[src/rtl/uart_apb_sequencer_if.sv]
// Byte-stream and APB3 signal bundle for uart_apb_sequencer.
// The master modport is the sequencer's view: it pushes/pops bytes and
// acts as the APB3 requester; the slave modport is the surrounding system.
interface uart_apb_sequencer_if #(
  parameter int AddressWidth = 20,
  parameter int DataWidth    = 32
);
  // TX byte push
  logic                    in_valid;
  logic                    in_ready;
  logic [7:0]              in_data;
  // RX byte delivery
  logic                    out_valid;
  logic                    out_ready;
  logic [7:0]              out_data;
  // APB3 requester outputs
  logic [AddressWidth-1:0] paddr;
  logic                    pselx;
  logic                    penable;
  logic                    pwrite;
  logic [DataWidth-1:0]    pwdata;
  // APB3 completer responses
  logic [DataWidth-1:0]    prdata;
  logic                    pready;
  logic                    pslverr;
  // Status
  logic                    err;
  logic                    busy;

  modport master (
    input  in_valid, in_data, out_ready, prdata, pready, pslverr,
    output in_ready, out_valid, out_data, paddr, pselx, penable, pwrite,
           pwdata, err, busy
  );

  modport slave (
    output in_valid, in_data, out_ready, prdata, pready, pslverr,
    input  in_ready, out_valid, out_data, paddr, pselx, penable, pwrite,
           pwdata, err, busy
  );
endinterface

[src/rtl/uart_apb_sequencer.sv]
// Bridges a byte stream to a memory-mapped UART over APB3: TX bytes are
// buffered in a small FIFO, the UART status register is polled, and the
// sequencer writes TX bytes / reads RX bytes, alternating when both are due.
module uart_apb_sequencer #(
  parameter int                    AddressWidth = 20,
  parameter int                    DataWidth    = 32,
  parameter int                    FifoDepth    = 4,
  parameter logic [AddressWidth-1:0] StatusAddr = 'h0,
  parameter logic [AddressWidth-1:0] TxDataAddr = 'h4,
  parameter logic [AddressWidth-1:0] RxDataAddr = 'h8,
  parameter int                    TxReadyBit   = 0,
  parameter int                    RxValidBit   = 1,
  parameter int                    PollInterval = 16
) (
  input logic                  clk,
  input logic                  rst,
  uart_apb_sequencer_if.master bus
);

  localparam int PtrWidth = (FifoDepth > 1) ? $clog2(FifoDepth) : 1;
  localparam int CntWidth = (PollInterval > 1) ? $clog2(PollInterval) : 1;

  localparam logic [PtrWidth-1:0] PtrOne     = 1;
  localparam logic [PtrWidth:0]   CountOne   = 1;
  localparam logic [PtrWidth:0]   CountFull  = (PtrWidth+1)'(FifoDepth);
  localparam logic [CntWidth-1:0] CntOne     = 1;
  localparam logic [CntWidth-1:0] PollReload = CntWidth'(PollInterval - 1);

  typedef enum logic [2:0] {
    S_IDLE,
    S_POLL_SETUP,
    S_POLL_ACCESS,
    S_WR_SETUP,
    S_WR_ACCESS,
    S_RD_SETUP,
    S_RD_ACCESS
  } state_t;

  typedef enum logic {
    SERVED_TX,
    SERVED_RX
  } served_t;

  state_t  state_q, state_d;
  served_t last_served_q;

  logic [7:0]          fifo_mem [FifoDepth];
  logic [PtrWidth-1:0] rd_ptr_q, wr_ptr_q;
  logic [PtrWidth:0]   count_q;
  logic                full, empty, push, pop;
  logic [7:0]          fifo_head;

  logic [CntWidth-1:0] poll_cnt_q;

  logic       out_valid_q;
  logic [7:0] out_data_q;
  logic       err_q;

  logic in_access, rx_ok, tx_ok, wr_ok, rd_ok, slv_err;
  logic unused_prdata_bits;

  // Only the byte lane and the two status bits of prdata carry meaning.
  assign unused_prdata_bits = ^bus.prdata;

  assign full      = (count_q == CountFull);
  assign empty     = (count_q == '0);
  assign fifo_head = fifo_mem[rd_ptr_q];
  assign push      = bus.in_valid && !full;

  // Responses count only while an ACCESS phase is on the bus.
  assign in_access = (state_q == S_POLL_ACCESS) || (state_q == S_WR_ACCESS) ||
                     (state_q == S_RD_ACCESS);
  assign slv_err   = in_access && bus.pready && bus.pslverr;
  assign wr_ok     = (state_q == S_WR_ACCESS) && bus.pready && !bus.pslverr;
  assign rd_ok     = (state_q == S_RD_ACCESS) && bus.pready && !bus.pslverr;
  assign pop       = wr_ok;

  assign rx_ok = bus.prdata[RxValidBit] && !out_valid_q;
  assign tx_ok = bus.prdata[TxReadyBit] && !empty;

  assign bus.in_ready  = !full;
  assign bus.out_valid = out_valid_q;
  assign bus.out_data  = out_data_q;
  assign bus.err       = err_q;
  assign bus.busy      = (state_q != S_IDLE);

  // State register.
  // NOTE: every clocked process uses non-blocking (<=) assignments so all
  // registers update together from pre-edge values, matching the hardware.
  always_ff @(posedge clk) begin
    if (rst) state_q <= S_IDLE;
    else     state_q <= state_d;
  end

  // Next-state decode and APB outputs, all derived from the current state.
  always_comb begin
    // NOTE: every output gets a default first so no path leaves a signal
    // unassigned, which would otherwise infer a latch.
    state_d     = state_q;
    bus.pselx   = 1'b0;
    bus.penable = 1'b0;
    bus.pwrite  = 1'b0;
    bus.paddr   = '0;
    bus.pwdata  = '0;
    unique case (state_q)
      S_IDLE: begin
        if (!empty || (poll_cnt_q == '0)) state_d = S_POLL_SETUP;
      end
      S_POLL_SETUP: begin
        bus.pselx = 1'b1;
        bus.paddr = StatusAddr;
        state_d   = S_POLL_ACCESS;
      end
      S_POLL_ACCESS: begin
        bus.pselx   = 1'b1;
        bus.penable = 1'b1;
        bus.paddr   = StatusAddr;
        if (bus.pready) begin
          if (bus.pslverr)         state_d = S_IDLE;
          else if (rx_ok && tx_ok) state_d = (last_served_q == SERVED_TX) ? S_RD_SETUP
                                                                           : S_WR_SETUP;
          else if (rx_ok)          state_d = S_RD_SETUP;
          else if (tx_ok)          state_d = S_WR_SETUP;
          else                     state_d = S_IDLE;
        end
      end
      S_WR_SETUP, S_WR_ACCESS: begin
        bus.pselx   = 1'b1;
        bus.penable = (state_q == S_WR_ACCESS);
        bus.pwrite  = 1'b1;
        bus.paddr   = TxDataAddr;
        bus.pwdata  = DataWidth'(fifo_head);
        if (state_q == S_WR_SETUP) state_d = S_WR_ACCESS;
        else if (bus.pready)       state_d = S_IDLE;
      end
      S_RD_SETUP, S_RD_ACCESS: begin
        bus.pselx   = 1'b1;
        bus.penable = (state_q == S_RD_ACCESS);
        bus.paddr   = RxDataAddr;
        if (state_q == S_RD_SETUP) state_d = S_RD_ACCESS;
        else if (bus.pready)       state_d = S_IDLE;
      end
      default: state_d = S_IDLE;
    endcase
  end

  // Poll timer: counts idle cycles down to zero, reloads whenever IDLE is left.
  always_ff @(posedge clk) begin
    if (rst) begin
      poll_cnt_q <= PollReload;
    end else if (state_q == S_IDLE) begin
      if (state_d != S_IDLE)    poll_cnt_q <= PollReload;
      else if (poll_cnt_q != '0) poll_cnt_q <= poll_cnt_q - CntOne;
    end
  end

  // FIFO pointers and occupancy; push and pop may coincide.
  always_ff @(posedge clk) begin
    if (rst) begin
      rd_ptr_q <= '0;
      wr_ptr_q <= '0;
      count_q  <= '0;
    end else begin
      if (push) wr_ptr_q <= wr_ptr_q + PtrOne;
      if (pop)  rd_ptr_q <= rd_ptr_q + PtrOne;
      case ({push, pop})
        2'b10:   count_q <= count_q + CountOne;
        2'b01:   count_q <= count_q - CountOne;
        default: count_q <= count_q;
      endcase
    end
  end

  // FIFO storage.
  // NOTE: the array has no reset; entries are only read once the pointers
  // say they were written, so resetting them would buy nothing.
  always_ff @(posedge clk) begin
    if (push) fifo_mem[wr_ptr_q] <= bus.in_data;
  end

  // RX holding register, arbitration history and error pulse.
  always_ff @(posedge clk) begin
    if (rst) begin
      out_valid_q   <= 1'b0;
      out_data_q    <= '0;
      last_served_q <= SERVED_TX;
      err_q         <= 1'b0;
    end else begin
      err_q <= slv_err;
      if (rd_ok) begin
        out_valid_q <= 1'b1;
        out_data_q  <= bus.prdata[7:0];
      end else if (out_valid_q && bus.out_ready) begin
        out_valid_q <= 1'b0;
      end
      if (wr_ok)      last_served_q <= SERVED_TX;
      else if (rd_ok) last_served_q <= SERVED_RX;
    end
  end

endmodule

[src/flat_wrapper.sv]
// flat-port wrapper written by rule: the top's interface ports become plain ports
module uart_apb_sequencer_flat 
#(
  parameter int                    AddressWidth = 20,
  parameter int                    DataWidth    = 32,
  parameter int                    FifoDepth    = 4,
  parameter logic [AddressWidth-1:0] StatusAddr = 'h0,
  parameter logic [AddressWidth-1:0] TxDataAddr = 'h4,
  parameter logic [AddressWidth-1:0] RxDataAddr = 'h8,
  parameter int                    TxReadyBit   = 0,
  parameter int                    RxValidBit   = 1,
  parameter int                    PollInterval = 16
)
  (clk, rst, bus_in_valid, bus_in_data, bus_out_ready, bus_prdata, bus_pready, bus_pslverr, bus_in_ready, bus_out_valid, bus_out_data, bus_paddr, bus_pselx, bus_penable, bus_pwrite, bus_pwdata, bus_err, bus_busy);
  uart_apb_sequencer_if #(.AddressWidth(AddressWidth), .DataWidth(DataWidth)) bus_i ();
  input logic clk;
  input logic rst;
  input wire logic [$bits(bus_i.in_valid)-1:0] bus_in_valid;
  input wire logic [$bits(bus_i.in_data)-1:0] bus_in_data;
  input wire logic [$bits(bus_i.out_ready)-1:0] bus_out_ready;
  input wire logic [$bits(bus_i.prdata)-1:0] bus_prdata;
  input wire logic [$bits(bus_i.pready)-1:0] bus_pready;
  input wire logic [$bits(bus_i.pslverr)-1:0] bus_pslverr;
  output wire logic [$bits(bus_i.in_ready)-1:0] bus_in_ready;
  output wire logic [$bits(bus_i.out_valid)-1:0] bus_out_valid;
  output wire logic [$bits(bus_i.out_data)-1:0] bus_out_data;
  output wire logic [$bits(bus_i.paddr)-1:0] bus_paddr;
  output wire logic [$bits(bus_i.pselx)-1:0] bus_pselx;
  output wire logic [$bits(bus_i.penable)-1:0] bus_penable;
  output wire logic [$bits(bus_i.pwrite)-1:0] bus_pwrite;
  output wire logic [$bits(bus_i.pwdata)-1:0] bus_pwdata;
  output wire logic [$bits(bus_i.err)-1:0] bus_err;
  output wire logic [$bits(bus_i.busy)-1:0] bus_busy;
  assign bus_i.in_valid = bus_in_valid;
  assign bus_i.in_data = bus_in_data;
  assign bus_i.out_ready = bus_out_ready;
  assign bus_i.prdata = bus_prdata;
  assign bus_i.pready = bus_pready;
  assign bus_i.pslverr = bus_pslverr;
  assign bus_in_ready = bus_i.in_ready;
  assign bus_out_valid = bus_i.out_valid;
  assign bus_out_data = bus_i.out_data;
  assign bus_paddr = bus_i.paddr;
  assign bus_pselx = bus_i.pselx;
  assign bus_penable = bus_i.penable;
  assign bus_pwrite = bus_i.pwrite;
  assign bus_pwdata = bus_i.pwdata;
  assign bus_err = bus_i.err;
  assign bus_busy = bus_i.busy;
  uart_apb_sequencer #(.AddressWidth(AddressWidth), .DataWidth(DataWidth), .FifoDepth(FifoDepth), .StatusAddr(StatusAddr), .TxDataAddr(TxDataAddr), .RxDataAddr(RxDataAddr), .TxReadyBit(TxReadyBit), .RxValidBit(RxValidBit), .PollInterval(PollInterval)) u_core (.clk(clk), .rst(rst), .bus(bus_i));
endmodule
[config.mk]
export PLATFORM = sky130hd
export DESIGN_NAME = uart_apb_sequencer_flat
export DESIGN_NICKNAME = d
export VERILOG_FILES = /design/src/rtl/uart_apb_sequencer_if.sv /design/src/rtl/uart_apb_sequencer.sv /design/src/flat_wrapper.sv
export SDC_FILE = /design/constraint.sdc
export NUM_CORES = 1
export LEC_CHECK = 0
export ABC_AREA = 1
export CAP_MARGIN = 40
export CORE_ASPECT_RATIO = 2
export CORE_MARGIN = 3
export CORE_UTILIZATION = 47
export DETAILED_ROUTE_END_ITERATION = 10
export PLACE_DENSITY = 0.87
export SYNTH_ARGS = -nofsm -noshare
export SYNTH_HDL_FRONTEND = slang
export SYNTH_SLANG_ARGS = --single-unit
export TNS_END_PERCENT = 50
[constraint.sdc]
create_clock -name clk -period 2.8 [get_ports clk]
set_input_delay 0.42 -clock clk [delete_from_list [all_inputs] [get_ports clk]]
set_output_delay 0.42 -clock clk [all_outputs]
set_load 0.1 [all_outputs]
# Word level (Yosys, flattened, before mapping)
# Memories as Yosys holds them, arrays and structs flattened. A register that Yosys moved wholly into a read port is not among the register bits.
# Index checks and enable logic that the tools add are counted.
dict set report totals {
  wordCells 81
  output_inout_bits 67
  ramBits 32
  mem_count 1
  ff_bits 25
}
dict set report op_classes {
  n_eq_ne 9
  n_mux 25
  reduce_logical 32
  add_sub_neg 5
}
# name depth width read_ports rd_ports_with_merged_regs write_ports line_no
set mem_list {}
lappend mem_list {u_core.fifo_mem 4 8 1 1 1 uart_apb_sequencer.sv:47} ;# logic [7:0] fifo_mem [FifoDepth];
# operator n
set ops {}
lappend ops {{$mux 3} 9}
lappend ops {{$pmux 3 s5} 1}
lappend ops {{$eq 3x3->1 const B} 4}
lappend ops {{$logic_and 1x1->1} 11}
lappend ops {{$mux 4} 2}
lappend ops {{$mux 8} 1}
lappend ops {{$pmux 4 s2} 1}
lappend ops {{$eq 3x2->1 const B} 2}
lappend ops {{$logic_not 3->1} 2}
lappend ops {{$mux 1} 6}
lappend ops {{$mux 2} 3}
lappend ops {{$pmux 3 s2} 1}
lappend ops {{$reduce_bool 2->1} 3}
lappend ops {{$reduce_bool 3->1} 2}
lappend ops {{$reduce_or 2->1} 3}
lappend ops {{$reduce_or 6->1} 1}
lappend ops {{$add 2x1->2 const B} 2}
lappend ops {{$logic_not 1->1} 4}
lappend ops {{$logic_not 4->1} 1}
lappend ops {{$reduce_bool 4->1} 1}
lappend ops {{$sub 4x1->4 const B} 1}
lappend ops {{$add 3x1->3 const B} 1}
lappend ops {{$eq 3x1->1 const B} 1}
lappend ops {{$logic_or 1x1->1} 3}
lappend ops {{5 further kinds} 5}

# Longest topological paths before layout
dict set report depth {
  word_depth 12
  mapped_depth 10
}

# Worst setup path after synthesis
# OpenSTA, ideal clock, no wires.
dict set report synth_path {
  kind {flip-flop to output port}
  start {reg u_core.state_q[1]}
  end {out bus_pselx}
  required_ps 2380
  slack_ps -89
  t_arrival_ps 2469
  path_buffers 0
  path_stages_with_launch 7
  path_cell_list {dfxtp_1 -> inv_2 -> nand2_4 -> inv_2 -> nand2_4 -> inv_2 -> a21oi_1}
}
dict set report synth_via {
  elab_chain_cells 3
  elab_cells_between_ends 8
}
# item line_no
set synth_lines {}
lappend synth_lines {{from (decl)} uart_apb_sequencer.sv:44} ;# state_t state_q, state_d;
lappend synth_lines {{from (signal assigned)} uart_apb_sequencer.sv:92} ;# else state_q <= state_d;
lappend synth_lines {{$eq 3x1->1, or another cell as far along} uart_apb_sequencer.sv:105} ;# unique case (state_q)
lappend synth_lines {{$reduce_or 6->1 (no line) (*)} n/a}
lappend synth_lines {{$mux 1 (*)} uart_apb_sequencer.sv:105}
lappend synth_lines {{to (decl)} flat_wrapper.sv:28} ;# output wire logic [$bits(bus_i.pselx)-1:0] bus_pselx;
# Every way passes the cells marked *; elsewhere a longest branch is shown, timed or not.

# Worst setup path in the final report
dict set report layout_path {
  start {reg u_core.state_q[1]}
  end {out bus_pwdata[1]}
}
dict set report layout_via {
  elab_chain_cells 3
  elab_cells_between_ends 4
}
# item line_no
set layout_lines {}
lappend layout_lines {{$eq 3x2->1 / $eq 3x3->1 (equally long branches)} uart_apb_sequencer.sv:105}
lappend layout_lines {{$reduce_or 2->1 (*)} uart_apb_sequencer.sv:105}
lappend layout_lines {{$mux 8 (*)} uart_apb_sequencer.sv:105}
lappend layout_lines {{to (decl)} flat_wrapper.sv:31} ;# output wire logic [$bits(bus_i.pwdata)-1:0] bus_pwdata;
# Marks and branches as above.

==> metrics.cfg <==
[sta]
finalSetupTns_ns = 0
clock_skew_ns = 0.00489
hold_viol_final = 0
worst_pin_slew_ns = 0.742
finalMaxSlewViolations = 0
fmax_mhz = 434
relSlewSlack = 0.503
setup_viol = 0
rsz0062_at_grt = no
period_needed_ns = 2.30
timing.final.crit_share = 0.823

[clocking]
cts_tree = done
hold_buffers = 0
cts_buffer_depth = 2
cts-buffers-inserted = 9
post_cts_buffers = 0
clock_sinks = 59
cts-root-buf = clkbuf_16
htree_levels = 3
clk_latency_ns = 0.32
cts.clk_slew.worst_paths_ns = 0.05
cts_resized = 0

[final_layout]
mostFrequentLayoutCells = nor2_1 (58), conb_1 (42), nand2_1 (39)
layout.area.seq_um2 = 1500
multi_input_area_um2 = 1080
areaGrowthSynthToFinish_pct = 22.0
final_common_cell = nor2_1
antenna_cells = 0
fill_cells = 491
fin_nets = 429
drive_gt1_frac = 0.160

[synth]
syn-cell-area_um2 = 2900
syn_inst = 322
synth_area_leader_cell = edfxtp_1
synth_edf_count = 32
ys_seq_area_frac = 0.518
ys.flop_type = edfxtp_1
async_flop_share = 0
synth.distinct_cells = 35
yosysWarnings = 0
yosysTopAreaCellShare = 0.331
syn_avg_cell_area_um2 = 9.01
synthTopCellsByArea = edfxtp_1 (33%), dfxtp_1 (19%), buf_4 (11%)
ys_ff_latch = 59

[pwr]
ir_drop_mv = 0.422
p_int_uw = 1810
switching_share = 0.312
seqPwrFrac = 0.369
leakagePower_uw = 0.00151
power.share.clock = 0.429
power_per_cell_area_nw_per_um2 = 744
netSwitchingPower_uw = 821
design_power_total_uw = 2630
comb_power_share = 0.202

[drt]
vias_per_cell = 4.86
num_vias = 2148
drc = 0
drt_iter0_drc = 93
drt_wl_total_um = 5660
dr.pass1.iters = 4
wl_per_cell_um = 12.8
antenna_left = 0

[grt]
grtUsageMet2 = 0.337
gr-usage-met1 = 0.150
use_met3 = 0.0450
grt_overflow = 0
grt_first_pass_wirelength_um = 9070
grt-busiest-layer = met2
grt.total_usage = 0.174
antenna_found_initial = 0
grt_max_degree = 18
grt_pass1_vias = 2067

[floorplan]
die_x_um = 61.5
die_h_um = 117
rows = 39
dieArea_um2 = 7210
start_util = 0.495
coreArea_um2 = 5860
ios = 113

[critical_path]
crit_arrival_ns = 1.88
slowest_delay_ns = 0.49
cpMaxStageDelayCell = dfxtp_1
critPathKind = flip-flop to output pin
path_buf_inv = 1
start_kind = flip-flop
reg2reg_slack_ns = 0.75
crit_chain = nand2_1 > nand2_1 > nand2_1 > a21oi_1 > buf_4
cp_common_cell = nand2_1
crit_family = simple AND/OR/NAND/NOR gates
cp_max_fo = 10
worst_setup_path_end_kind = output pin
cp.required_ns = 2.38

[place]
hpwlAfterDp_um = 4290
numPortBuffers = 46
globalplace.congestion = 0.936

[worst_hold_path]
hp-class = flip-flop to flip-flop

[run]
max_cap_viol_count = 0

[outcome]
status = finished clean

layer usage:
layer / wire, um / vias up / share of wire
met3: 325 / 11 / 0.057
met5: 0 / - / 0
met2: 3330 / 87 / 0.59
met4: 131 / 0 / 0.023
met1: 1880 / 977 / 0.33
li1: - / 1073 / -
cell type report:
class | count | area share
Clock inverter | 5 | 0.0219
Tap cell | 61 | 0.0216
Clock buffer | 11 | 0.0657
Multi-Input combinational cell | 221 | 0.305
Timing Repair Buffer | 50 | 0.123
Sequential cell | 59 | 0.424
Inverter | 35 | 0.0385
state kept, by name, indices dropped and copies added, names as in the netlist, named ones only:
signal	cells
u_core.last_served_q	1
u_core.state_q	3
u_core.bus.err	1
u_core.rd_ptr_q	2
u_core.bus.out_data	8
u_core.fifo_mem	32
u_core.count_q	3
u_core.poll_cnt_q	4
u_core.wr_ptr_q	2
u_core.bus.out_valid	1
logic make-up after synthesis:
logic type	after synthesis	share of synthesized area
and+or+nand+nor	120	0.185
buffers and inverters	83	0.164
DFF	59	0.518
AOI/OAI and AO/OA	51	0.0962
adders and majority gates	7	0.0328
xor gates and xnor gates	1	0.00302
other	1	0.00129
stage by stage:
| step | std cells | hold slack (ns) | worst slack, ns | util | instance area [um^2] |
|---|---|---|---|---|---|
| 2_1_floorplan | 363 | 0.440 | 0.0403 | - | 3060 |
| 3_3_place_gp | 425 | 0.454 | 0.321 | 0.549 | 3210 |
| 3_5_place_dp | 426 | 0.459 | 0.277 | 0.551 | 3230 |
| 4_1_cts | 442 | 0.467 | 0.498 | 0.604 | 3540 |
| 5_1_grt | 442 | 0.488 | 0.350 | 0.604 | 3540 |
| 6_report | 442 | 0.467 | 0.497 | 0.604 | 3540 |
synthesized netlist by cell type (all sizes together), types with 3 or more instances:
library cell and count:
o21ai 20, nand2 42, a211oi 4, buf 44, clkbuf 4, nor2 61, a21oi 23, nor3 3
nand3 11, inv 32, edfxtp 32, ha 6, dfxtp 27, clkinv 3
power by group through the flow:
stage	Combinational, uW	Clock (uW)	Sequential, uW
after floorplan	489	0	985
after global placement	520	0	986
after detailed placement	529	0	989
after CTS	532	1140	973
after global routing	565	1180	975
final	532	1130	973
worst register-to-register path, delay by kind of cell (launching register included):
kind	cells	cell delay [ns]
compound gates	4	0.55
fa+ha+maj	2	0.59
buf+inv	1	0.07
flops	1	0.31
simple gates	3	0.48
path summary, 6_finish.rpt:
check	endpoint	startpoint	depth (start not counted)
hold reg to reg	u_core.bus.out_data[0]$_SDFFE_PP0P_	u_core.bus.out_data[0]$_SDFFE_PP0P_	2
hold / removal	u_core.bus.out_data[0]$_SDFFE_PP0P_	u_core.bus.out_data[0]$_SDFFE_PP0P_	2
setup reg to reg	u_core.count_q[2]$_SDFFE_PP0P_	u_core.count_q[0]$_SDFFE_PP0P_	10
setup / recovery	bus_pwdata[1]	u_core.state_q[1]$_SDFF_PP0_	5
No activity file was read; power rests on OpenSTA's default activity.
